### config.mk
export PLATFORM = sky130hd
export DESIGN_NAME = niossoc_led_pio
export DESIGN_NICKNAME = d
export VERILOG_FILES = /design/src/rtl/niossoc_pio_pkg.sv /design/src/rtl/niossoc_led_blink_timer.sv /design/src/rtl/niossoc_led_pio.sv
export SDC_FILE = /design/constraint.sdc
export NUM_CORES = 1
export LEC_CHECK = 0
export BUFFER_PORTS_ARGS = -buffer_cell sky130_fd_sc_hd__buf_2
export CORE_MARGIN = 2
export CORE_UTILIZATION = 54
export DETAILED_ROUTE_END_ITERATION = 6
export PLACE_DENSITY_LB_ADDON = 0.2
export SETUP_SLACK_MARGIN = 0.02
export SLEW_MARGIN = 20
export SYNTH_ARGS = -nofsm -noshare
export SYNTH_HDL_FRONTEND = slang
export SYNTH_SLANG_ARGS = --single-unit
### constraint.sdc
create_clock -name clk -period 4.7 [get_ports clk]
set_clock_uncertainty 0.15 [all_clocks]
set_input_delay 0.235 -clock clk [delete_from_list [all_inputs] [get_ports clk]]
set_output_delay 0.235 -clock clk [all_outputs]
set_load 0.005 [all_outputs]
### src/rtl/niossoc_pio_pkg.sv
// Purpose: shared register map and STATUS bit layout for the LED PIO.
// Latency: n/a (constants only).
// Backpressure: n/a (constants only).
//
// Contents:
//   ADDR_*            word addresses of the Avalon-MM registers
//   STATUS_*_BIT      bit positions inside the STATUS register
package niossoc_pio_pkg;

    // Word addresses on the 3-bit Avalon address bus.
    // Addresses 1 and 7 are reserved and read as zero.
    localparam logic [2:0] ADDR_DATA     = 3'd0;
    localparam logic [2:0] ADDR_BLINK_EN = 3'd2;
    localparam logic [2:0] ADDR_PERIOD   = 3'd3;
    localparam logic [2:0] ADDR_OUTSET   = 3'd4;
    localparam logic [2:0] ADDR_OUTCLEAR = 3'd5;
    localparam logic [2:0] ADDR_STATUS   = 3'd6;

    // STATUS register layout.
    localparam int STATUS_PHASE_BIT = 0;  // current blink phase (1 = LEDs lit)
    localparam int STATUS_TICK_BIT  = 1;  // prescaler sits at its terminal count

endpackage : niossoc_pio_pkg

### src/rtl/niossoc_led_blink_timer.sv
// Purpose: prescaled timebase plus half-period counter that produces the blink phase.
// Latency: restart or PERIOD change takes effect on the first clock edge after it is seen.
// Backpressure: none; free-running, never stalls.
//
// Ports:
//   clk      in   system clock
//   reset_n  in   asynchronous active-low reset
//   period   in   half-period in ticks; 0 disables blinking
//   restart  in   one-cycle pulse: reload prescaler/counter to 0 and phase to 1
//   phase    out  1 = blinking bits lit, 0 = blinking bits dark
//   tick     out  prescaler at terminal count (only while blinking is enabled)
module niossoc_led_blink_timer #(
    parameter int PRESCALE = 50000,
    parameter int PERIOD_W = 16
) (
    input  logic                clk,
    input  logic                reset_n,
    input  logic [PERIOD_W-1:0] period,
    input  logic                restart,
    output logic                phase,
    output logic                tick
);

    // A prescale of 1 still needs a 1-bit counter; it simply never leaves 0.
    localparam int PS_W = (PRESCALE > 1) ? $clog2(PRESCALE) : 1;
    localparam logic [PS_W-1:0] PS_LAST = PS_W'(PRESCALE - 1);

    logic [PS_W-1:0]     presc_cnt;
    logic [PERIOD_W-1:0] half_cnt;
    logic                enabled;
    logic                half_done;

    assign enabled   = (period != '0);
    // Gated with enabled so a disabled timer never reports a pending tick,
    // even with PRESCALE = 1 where the held count equals the terminal count.
    assign tick      = enabled && (presc_cnt == PS_LAST);
    assign half_done = (half_cnt == period - PERIOD_W'(1));

    always_ff @(posedge clk or negedge reset_n) begin
        if (!reset_n) begin
            presc_cnt <= '0;
            half_cnt  <= '0;
            phase     <= 1'b1;
        end else if (restart || !enabled) begin
            // A PERIOD write wins over a tick landing in the same cycle.
            presc_cnt <= '0;
            half_cnt  <= '0;
            phase     <= 1'b1;
        end else begin
            // Terminal compares come first, so neither counter ever wraps naturally.
            if (tick) begin
                presc_cnt <= '0;
                if (half_done) begin
                    half_cnt <= '0;
                    phase    <= ~phase;
                end else begin
                    half_cnt <= half_cnt + PERIOD_W'(1);
                end
            end else begin
                presc_cnt <= presc_cnt + PS_W'(1);
            end
        end
    end

endmodule : niossoc_led_blink_timer

### src/rtl/niossoc_led_pio.sv
// Purpose: Avalon-MM LED output PIO with set/clear aliases and per-bit hardware blink.
// Latency: zero-wait reads; a write shows on out_port in the cycle after its clock edge.
// Backpressure: none; zero-wait-state slave that accepts every access.
//
// Ports:
//   clk         in   system clock
//   reset_n     in   asynchronous active-low reset
//   address     in   register word address
//   chipselect  in   slave select
//   write_n     in   active-low write strobe
//   writedata   in   write data, bits [WIDTH-1:0] used
//   readdata    out  register contents selected by address, upper bits zero
//   out_port    out  LED drive
module niossoc_led_pio
    import niossoc_pio_pkg::*;
#(
    parameter int               WIDTH       = 27,
    parameter logic [WIDTH-1:0] RESET_VALUE = '0,
    parameter int               PRESCALE    = 50000,
    parameter int               PERIOD_W    = 16
) (
    input  logic             clk,
    input  logic             reset_n,
    input  logic [2:0]       address,
    input  logic             chipselect,
    input  logic             write_n,
    input  logic [31:0]      writedata,
    output logic [31:0]      readdata,
    output logic [WIDTH-1:0] out_port
);

    logic [WIDTH-1:0]    data_q;
    logic [WIDTH-1:0]    blink_en_q;
    logic [PERIOD_W-1:0] period_q;

    logic                wr_en;
    logic [WIDTH-1:0]    wr_dat;
    logic                restart;
    logic                phase;
    logic                tick;

    // Only the low bits of writedata carry register content; the rest are
    // collected here so the unused bits are visibly intentional.
    logic                unused_wd;
    assign unused_wd = ^writedata;

    assign wr_en   = chipselect & ~write_n;
    assign wr_dat  = writedata[WIDTH-1:0];
    assign restart = wr_en && (address == ADDR_PERIOD);

    // ------------------------------------------------------------------
    // Register file. Writes to STATUS and reserved words fall through.
    // ------------------------------------------------------------------
    always_ff @(posedge clk or negedge reset_n) begin
        if (!reset_n) begin
            data_q     <= RESET_VALUE;
            blink_en_q <= '0;
            period_q   <= '0;
        end else if (wr_en) begin
            case (address)
                ADDR_DATA:     data_q     <= wr_dat;
                ADDR_BLINK_EN: blink_en_q <= wr_dat;
                ADDR_PERIOD:   period_q   <= writedata[PERIOD_W-1:0];
                ADDR_OUTSET:   data_q     <= data_q | wr_dat;
                ADDR_OUTCLEAR: data_q     <= data_q & ~wr_dat;
                default:       ;
            endcase
        end
    end

    // ------------------------------------------------------------------
    // Blink timebase
    // ------------------------------------------------------------------
    niossoc_led_blink_timer #(
        .PRESCALE (PRESCALE),
        .PERIOD_W (PERIOD_W)
    ) u_blink_timer (
        .clk     (clk),
        .reset_n (reset_n),
        .period  (period_q),
        .restart (restart),
        .phase   (phase),
        .tick    (tick)
    );

    // ------------------------------------------------------------------
    // Read mux: purely combinational, no read side effects.
    // ------------------------------------------------------------------
    always_comb begin
        readdata = '0;
        case (address)
            ADDR_DATA:     readdata[WIDTH-1:0]    = data_q;
            ADDR_BLINK_EN: readdata[WIDTH-1:0]    = blink_en_q;
            ADDR_PERIOD:   readdata[PERIOD_W-1:0] = period_q;
            ADDR_STATUS: begin
                readdata[STATUS_PHASE_BIT] = phase;
                readdata[STATUS_TICK_BIT]  = tick;
            end
            default:       ;
        endcase
    end

    // Blinking bits are blanked during phase 0; everything else follows DATA.
    assign out_port = data_q & ~(blink_en_q & {WIDTH{~phase}});

endmodule : niossoc_led_pio
==> flow_metrics.env, run 1 <==
export IMPL_wirelength_mm=15.5
export IMPL_start_kind="register"
export IMPL_reg2reg_from="period_q[0]"
export IMPL_power_mw=2.49
export IMPL_synth_area_um2=5980
export IMPL_fp_coreArea_um2=10800
export IMPL_synthArstFlopShare=1.00
export IMPL_syn_avg_cell_area_um2=9.77
export IMPL_cts_path_max_buffers=2
export IMPL_cp_num_buf_inv=1
export IMPL_ys_ff_latch=103
export IMPL_drt_first_pass_iters=5
export IMPL_slew_headroom=0.353
export IMPL_cts_clk_slew_worst_paths_ns=0.10
export IMPL_via_per_inst=6.00
export IMPL_cts_resized=0
export IMPL_die_w_um=109
export IMPL_clock_latency_ns=0.38
export IMPL_max_cap_violations=0
export IMPL_antenna_found_initial=0
export IMPL_synthCells=612
export IMPL_grt_pass1_vias=4849
export IMPL_num_antenna_cells=0
export IMPL_path_max_fanout=18
export IMPL_cts_buffers=9
export IMPL_start_util=0.552
export IMPL_placed_area_um2=6460
export IMPL_period_minus_slack_ns=3.36
export IMPL_portBuffers=87
export IMPL_cts_tree="built"
export IMPL_max_clock_freq_mhz=298
export IMPL_hold_depth=2
export IMPL_drv_slew=0
export IMPL_route_detailed_drc=0
export IMPL_htreeDepth=3
export IMPL_postCtsSetupBuffers=0
export IMPL_hp_start="writedata[10]"
export IMPL_io_pins=98
export IMPL_ctsHoldBuffers=26
export IMPL_crit_arrival_ns=3.47
export IMPL_min_to="period_q[10]"
export IMPL_top_layer="met4"
export IMPL_crit_type="register to register"
export IMPL_grtUsageTotal=0.269
export IMPL_min_path_type="input pin to register"
export IMPL_cts_num_sinks=103
export IMPL_slowest_delay_ns=0.83
export IMPL_final_nets=747
export IMPL_max_vdd_ir_drop_mv=0.170
export IMPL_reg2reg_depth=9
export IMPL_yosysWarnings=0
export IMPL_critPathCaptureType="register"
export IMPL_cts_root_buf="clkbuf_8"
export IMPL_rsz0062_at_grt="false"
export IMPL_layout_drive_gt1_share=0.249
export IMPL_hold_viol_final=0
export IMPL_synth_flop_cell="dfrtp_1"
export IMPL_tightestPinTransition_ns=0.969
export IMPL_dr_wl_met2_mm=7.27
export IMPL_finalSetupViolations=0
export IMPL_whs_ns=0.0166
export IMPL_path_cells="inv_1, ha_1, nor3b_2, nand2_1, o311ai_4, nand4_4, nor3_1, xnor2_1, nor2_2"
export IMPL_r2r_end="u_blink_timer.half_cnt[13]"
export IMPL_grt_max_degree=64
export IMPL_worstPathRequired_ns=4.82
export IMPL_critical_path_top_delay_family="simple AND/OR/NAND/NOR gates"
export IMPL_final_cell_mix="102 x dfrtp_1, 86 x buf_2, 73 x nor2_1, 41 x mux2_2, 39 x a21oi_1"
export IMPL_vias=5096
export IMPL_synth_seq_area_share=0.431
export IMPL_drt_iter0_markers=332
export IMPL_outcome="finished, final reports clean"
export IMPL_overflow=0
export IMPL_leakagePower_nw=3.10
export IMPL_grt_pass1_wl_mm=24.6
export IMPL_ant_nets=0
export IMPL_synth_edf_count=0
export IMPL_powerDensity_nw_per_um2=359
export IMPL_wl_per_cell_um=18.2
export IMPL_drt_met1_wl_mm=7.09
export IMPL_tns_ns=0
export IMPL_critPathSlowestCell="o311ai_4"
export IMPL_area_growth_pct=15.9
export IMPL_fin_crit_sh=0.714
export IMPL_globalplace_congestion=0.941
export IMPL_fp_dieH_um=109
export IMPL_dpl_hpwl_mm=10.8
export IMPL_synth_cell_types=65
export IMPL_dr_wl_met3_um=894
export IMPL_final_common_cell="dfrtp_1"
export IMPL_r2r_slack_ns=1.34
export IMPL_fp_dieArea_um2=11900
export IMPL_row_count=38
export IMPL_final_area_um2=6930
==> cells by family (layout without fill, tap and decap cells) <==
logic type,after synthesis,after routing,share of synthesized area
fa+ha+maj,3,3,0.00628
other cells,1,5,0.000627
simple gates,197,197,0.172
xor+xnor,43,43,0.0630
buf+inv,48,142,0.0379
flops,103,103,0.431
compound gates,150,150,0.168
mux,67,67,0.121
==> per-layer routing <==
metal,up-vias,GRT usage
li1,2381,-
met1,2520,0.385
met5,-,0
met4,0,0.0832
met2,175,0.419
met3,20,0.0454
==> through the flow <==
stage	instances	setup WS, ns	utilization
2_1_floorplan	616	2.08	-
3_3_place_gp	808	1.45	0.596
4_1_cts	850	1.37	0.639
5_1_grt	850	1.02	0.639
6_report	850	1.34	0.639
3_5_place_dp	808	1.39	0.596
==> worst reg2reg max path: cells and delay by family (launching register included) <==
kind / cells / cell delay [ns]
adders and majority gates: 1 / 0.19
and+or+nand+nor: 5 / 1.33
DFF: 1 / 0.47
xor gates and xnor gates: 1 / 0.17
AOI/OAI and AO/OA: 1 / 0.83
buffers and inverters: 1 / 0.10
==> registers in the layout (all words and copies together), names as in the netlist <==
| signal | flops |
|---|---|
| u_blink_timer.half_cnt | 16 |
| period_q | 16 |
| blink_en_q | 27 |
| data_q | 27 |
| u_blink_timer.phase | 1 |
| u_blink_timer.presc_cnt | 16 |
==> where the power goes <==
group	internal [mW]	switching, mW	total (mW)
Sequential	1.05	0.178	1.23
Clock	0.263	0.321	0.584
Combinational	0.343	0.336	0.679
Total	1.65	0.835	2.49
==> final cells by class <==
| type | count | area, um2 |
|---|---|---|
| Clock buffer | 10 | 138 |
| Clock inverter | 6 | 67.6 |
| Fill cell | 911 | 3910 |
| Inverter | 7 | 26.3 |
| Multi-Input combinational cell | 465 | 3200 |
| Sequential cell | 103 | 2580 |
| Tap cell | 140 | 175 |
| Timing Repair Buffer | 119 | 743 |
==> how the worst max path moves through the flow <==
stage | from | end | slack [ns] | depth (start not counted)
after floorplan | period_q[3] | u_blink_timer.half_cnt[11] | 2.08 | 9
after global placement | period_q[0] | u_blink_timer.half_cnt[13] | 1.45 | 9
after detailed placement | period_q[0] | u_blink_timer.half_cnt[13] | 1.39 | 9
after CTS | period_q[0] | u_blink_timer.half_cnt[13] | 1.37 | 9
after global routing | period_q[0] | u_blink_timer.half_cnt[11] | 1.02 | 9
final | period_q[0] | u_blink_timer.half_cnt[13] | 1.34 | 9
==> synth_stat cells (4+ instances only) <==
cell      instances  area [um2]
nor3_1           15        75.1
clkbuf_1         29         109
a31oi_1           4        25.0
nand4_1          11        68.8
nor2_1           74         278
and4_1            5        43.8
nor4_1            5        31.3
nand2_1          27         101
xor2_1           18         158
a22o_1           18         158
mux2_2           41         462
a21boi_0         27         203
or2_2             4        25.0
mux2i_1          26         260
o21ai_0          37         185
xnor2_1          25         219
nand3b_1          5        37.5
inv_1             7        26.3
and2_1            5        31.3
a21oi_1          39         195
buf_4             5        37.5
dfrtp_1         102        2550
nor2_2           10        62.6
or3_1             4        25.0
nand3_1           9        45.0
No activity file was read; power rests on OpenSTA's default activity.
==> run 2: changes to the inputs <==
==> constraint.sdc (replaced) <==
create_clock -name clk -period 3.33 [get_ports clk]
set_clock_uncertainty 0.15 [all_clocks]
set_input_delay 0.1665 -clock clk [delete_from_list [all_inputs] [get_ports clk]]
set_output_delay 0.1665 -clock clk [all_outputs]
set_load 0.005 [all_outputs]
==> flow_metrics.env, run 2 (same netlist as run 1, synthesis figures left out) <==
export IMPL_outcome="finished, final reports clean"
export IMPL_multi_input_area_um2=3200
export IMPL_start_util=0.552
export IMPL_fp_dieH_um=109
export IMPL_io_pins=98
export IMPL_cts_num_sinks=103
export IMPL_via_per_inst=5.93
export IMPL_min_path_type="input pin to register"
export IMPL_grt_pass1_wl_mm=25.5
export IMPL_crit_type="register to register"
export IMPL_cts_tree="built"
export IMPL_hold_viol_final=0
export IMPL_leakagePower_nw=3.17
export IMPL_final_common_cell="dfrtp_1"
export IMPL_route_detailed_drc=0
export IMPL_max_clock_freq_mhz=325
export IMPL_final_nets=763
export IMPL_ant_nets=0
export IMPL_grt_pass1_vias=4832
export IMPL_worstPathRequired_ns=3.46
export IMPL_vias=5138
export IMPL_period_minus_slack_ns=3.08
export IMPL_antenna_found_initial=0
export IMPL_dpl_hpwl_mm=11.3
export IMPL_rsz0062_at_grt="false"
export IMPL_overflow=0
export IMPL_seq_area_um2=2580
export IMPL_powerDensity_nw_per_um2=492
export IMPL_fp_coreArea_um2=10800
export IMPL_wl_per_cell_um=18.5
export IMPL_max_cap_violations=0
export IMPL_fin_crit_sh=0.924
export IMPL_whs_ns=0.221
export IMPL_portBuffers=87
export IMPL_postCtsSetupBuffers=0
export IMPL_clock_latency_ns=0.38
export IMPL_layout_drive_gt1_share=0.260
export IMPL_slew_headroom=0.280
export IMPL_place_ws_ns=0.308
export IMPL_placed_area_um2=6600
export IMPL_top_regs="blink_en_q: 27 flops, data_q: 27 flops"
export IMPL_htreeDepth=3
export IMPL_start_kind="register"
export IMPL_globalplace_congestion=0.913
export IMPL_area_growth_pct=17.9
export IMPL_grt_max_degree=62
export IMPL_final_cell_mix="102 x dfrtp_1, 86 x buf_2, 73 x nor2_1, 41 x mux2_2, 39 x a21oi_1"
export IMPL_drt_first_pass_iters=4
export IMPL_cts_path_max_buffers=2
export IMPL_final_area_um2=7050
export IMPL_row_count=38
export IMPL_finalSetupViolations=0
export IMPL_cts_clk_slew_worst_paths_ns=0.10
export IMPL_wirelength_mm=16.0
export IMPL_tightestPinTransition_ns=1.08
export IMPL_tns_ns=0
export IMPL_drv_slew=0
export IMPL_cts_root_buf="clkbuf_8"
export IMPL_path_max_fanout=7
export IMPL_utilization=0.651
export IMPL_drt_iter0_markers=340
export IMPL_power_mw=3.47
export IMPL_num_antenna_cells=0
export IMPL_die_w_um=109
export IMPL_grtUsageTotal=0.281
export IMPL_critPathCaptureType="register"
export IMPL_fillers=923
export IMPL_setup_ws_ns=0.253
export IMPL_cts_buffers=9
export IMPL_crit_arrival_ns=3.21
export IMPL_max_vdd_ir_drop_mv=0.311
export IMPL_fin_cells=866
export IMPL_fp_dieArea_um2=11900
export IMPL_dp_cells=822
[run 2: worst paths after layout]
check	endpoint	cells after the start	from	slack [ns]
max	u_blink_timer.half_cnt[1]	9	period_q[0]	0.25
min	data_q[25]	4	chipselect	0.22
min in group asynchronous	blink_en_q[14]	2	reset_n	0.24
max reg2reg	u_blink_timer.half_cnt[1]	9	period_q[0]	0.25
min reg2reg	u_blink_timer.presc_cnt[0]	1	u_blink_timer.presc_cnt[0]	0.34
max in group asynchronous	u_blink_timer.phase	3	reset_n	2.05
[run 2: report_power, final]
group / internal (mW) / switching [mW] / leakage [nW] / total [mW]
combinational: 0.511 / 0.492 / 1.78 / 1.00
clock: 0.296 / 0.447 / 0.0905 / 0.744
sequential: 1.48 / 0.248 / 1.31 / 1.73
[run 2: worst max-delay path: stages (launching register included)]
cell and delay [ns]:
dfrtp_1 0.46, inv_1 0.10, ha_1 0.20, nor3b_2 0.41, nand2_1 0.32, nor3_1 0.25, nand4_1 0.14, a211oi_1 0.52
a21oi_1 0.13, a32o_1 0.28
[run 2: final cells by class]
type / instances / share of cell area
Clock inverter: 4 / 0.00444
Inverter: 7 / 0.00373
Tap cell: 140 / 0.0248
Timing Repair Buffer: 135 / 0.127
Sequential cell: 103 / 0.366
Clock buffer: 12 / 0.0206
Multi-Input combinational cell: 465 / 0.454
[run 2: what timing repair did]
| action | in CTS | in global routing |
|---|---|---|
| hold endpoints to repair | 130 | 0 |
| resized for setup | 0 | 0 |
| hold buffers | 28 | 0 |
[run 2: routing by layer]
layer  global-route usage  part of all wire  routed length, um
met1                0.408              0.46               7340
met2                0.433              0.47               7560
met3               0.0472             0.051                810
met4               0.0895             0.017                277
met5                    0                 0                  0
==> run 3: changes to the inputs <==
--- a/config.mk
+++ b/config.mk
@@ -7,9 +7,11 @@
 export LEC_CHECK = 0
 export BUFFER_PORTS_ARGS = -buffer_cell sky130_fd_sc_hd__buf_2
 export CORE_MARGIN = 2
-export CORE_UTILIZATION = 54
+export CORE_UTILIZATION = 30
 export DETAILED_ROUTE_END_ITERATION = 6
+export MAX_ROUTING_LAYER = met4
 export PLACE_DENSITY_LB_ADDON = 0.2
+export RECOVER_POWER = 100
 export SETUP_SLACK_MARGIN = 0.02
 export SLEW_MARGIN = 20
 export SYNTH_ARGS = -nofsm -noshare
==> flow_metrics.env, run 3 (same netlist as run 1, synthesis figures left out) <==
export IMPL_vias=5131
export IMPL_grt_busiest_layer="met2"
export IMPL_portBuffers=87
export IMPL_max_vdd_ir_drop_mv=0.268
export IMPL_max_clock_freq_mhz=330
export IMPL_reg2reg_depth=7
export IMPL_layout_drive_gt1_share=0.183
export IMPL_fp_dieArea_um2=21100
export IMPL_cp_startpoint="address[1]"
export IMPL_powerDensity_nw_per_um2=523
export IMPL_period_minus_slack_ns=3.03
export IMPL_use_met1=0.235
export IMPL_grt_pass1_vias=5250
export IMPL_slew_headroom=0.112
export IMPL_globalplace_congestion=0.945
export IMPL_placed_area_um2=6780
export IMPL_use_met3=0.0305
export IMPL_num_antenna_cells=0
export IMPL_ant_nets=0
export IMPL_cts_tree="built"
export IMPL_grt_max_degree=52
export IMPL_grtUsageTotal=0.173
export IMPL_cts_root_buf="clkbuf_16"
export IMPL_cts_buffers=9
export IMPL_max_cap_violations=0
export IMPL_drv_slew=0
export IMPL_drt_first_pass_iters=5
export IMPL_die_w_um=145
export IMPL_tightestPinTransition_ns=1.33
export IMPL_fin_crit_sh=0.911
export IMPL_outcome="finished, final reports clean"
export IMPL_clock_latency_ns=0.36
export IMPL_fp_dieH_um=145
export IMPL_grt_pass1_wl_mm=28.5
export IMPL_crit_arrival_ns=2.72
export IMPL_route_detailed_drc=0
export IMPL_hp_start="chipselect"
export IMPL_cts_path_max_buffers=2
export IMPL_final_common_cell="dfrtp_1"
export IMPL_worstPathRequired_ns=3.01
export IMPL_fin_cells=996
export IMPL_crit_type="input pin to primary output"
export IMPL_tns_ns=0
export IMPL_final_cell_mix="102 x dfrtp_1, 77 x nor2_1, 56 x clkbuf_1, 41 x mux2_2, 39 x a21oi_1"
export IMPL_final_area_um2=7230
export IMPL_antenna_found_initial=0
export IMPL_drt_iter0_markers=390
export IMPL_area_growth_pct=20.9
export IMPL_wirelength_mm=17.6
export IMPL_overflow=0
export IMPL_hold_viol_final=0
export IMPL_power_mw=3.78
export IMPL_start_util=0.306
export IMPL_leakagePower_nw=3.03
export IMPL_wl_per_cell_um=17.7
export IMPL_finalSetupViolations=0
export IMPL_rsz0062_at_grt="false"
export IMPL_cts_clk_slew_worst_paths_ns=0.08
export IMPL_min_path_type="input pin to register"
export IMPL_io_pins=98
export IMPL_cts_num_sinks=103
export IMPL_final_nets=768
export IMPL_top_regs="blink_en_q: 27 flops, data_q: 27 flops"
export IMPL_htreeDepth=3
export IMPL_met2_usage=0.268
export IMPL_critPathCaptureType="primary output"
export IMPL_via_per_inst=5.15
export IMPL_row_count=51
export IMPL_dpl_hpwl_mm=12.7
export IMPL_dp_cells=952
export IMPL_fp_coreArea_um2=19500
export IMPL_start_kind="input pin"
export IMPL_hold_depth=4
export IMPL_reg2reg_from="period_q[9]"
export IMPL_path_max_fanout=12
-- run 3: cell type report --
cell class                      count  area, um2
Fill cell                        2072      12300
Inverter                            7       26.3
Timing Repair Buffer              140        808
Sequential cell                   103       2580
Clock inverter                      6       51.3
Clock buffer                       10        239
Multi-Input combinational cell    465       3190
Tap cell                          265        332
-- run 3: final timing paths --
check / endpoint / slack [ns]
min in group asynchronous: u_blink_timer.presc_cnt[12] / 0.49
worst min register to register: u_blink_timer.presc_cnt[0] / 0.31
max in group asynchronous: period_q[4] / 0.90
worst max-delay path: readdata[13] / 0.30
worst min-delay path: data_q[22] / 0.25
worst max register to register: u_blink_timer.half_cnt[4] / 0.34
-- run 3: per-stage QoR --
stage	util	hold slack, ns	setup slack, ns
2_1_floorplan	-	-0.279	0.705
3_3_place_gp	0.347	0.109	0.342
3_5_place_dp	0.347	0.110	0.282
4_1_cts	0.376	0.255	0.256
5_1_grt	0.370	0.276	0.145
6_report	0.370	0.246	0.297
-- run 3: per-layer routing --
layer,up-vias,part of all wire
met2,155,0.46
met1,2534,0.48
li1,2423,-
met5,-,0
met4,0,0.017
met3,19,0.045
-- run 3: power by group --
group          switching, mW  internal (mW)
clock network          0.519          0.541
logic                  0.508          0.491
registers              0.245           1.48
total                   1.27           2.51
-- run 3: timing repair --
| item | CTS | global route |
|---|---|---|
| gates resized for setup | 0 | 1 |
| setup endpoints to repair | 0 | 3 |
| hold endpoints to repair | 117 | 0 |
| buffers inserted | 0 | 0 |
| hold buffers | 28 | 0 |
-- run 3: worst max-delay path: stages --
cell and delay (ns):
clkbuf_1 0.59, clkbuf_1 0.61, and2_0 0.63, clkbuf_1 0.33, a21oi_1 0.12, nor2_1 0.13, clkbuf_1 0.14
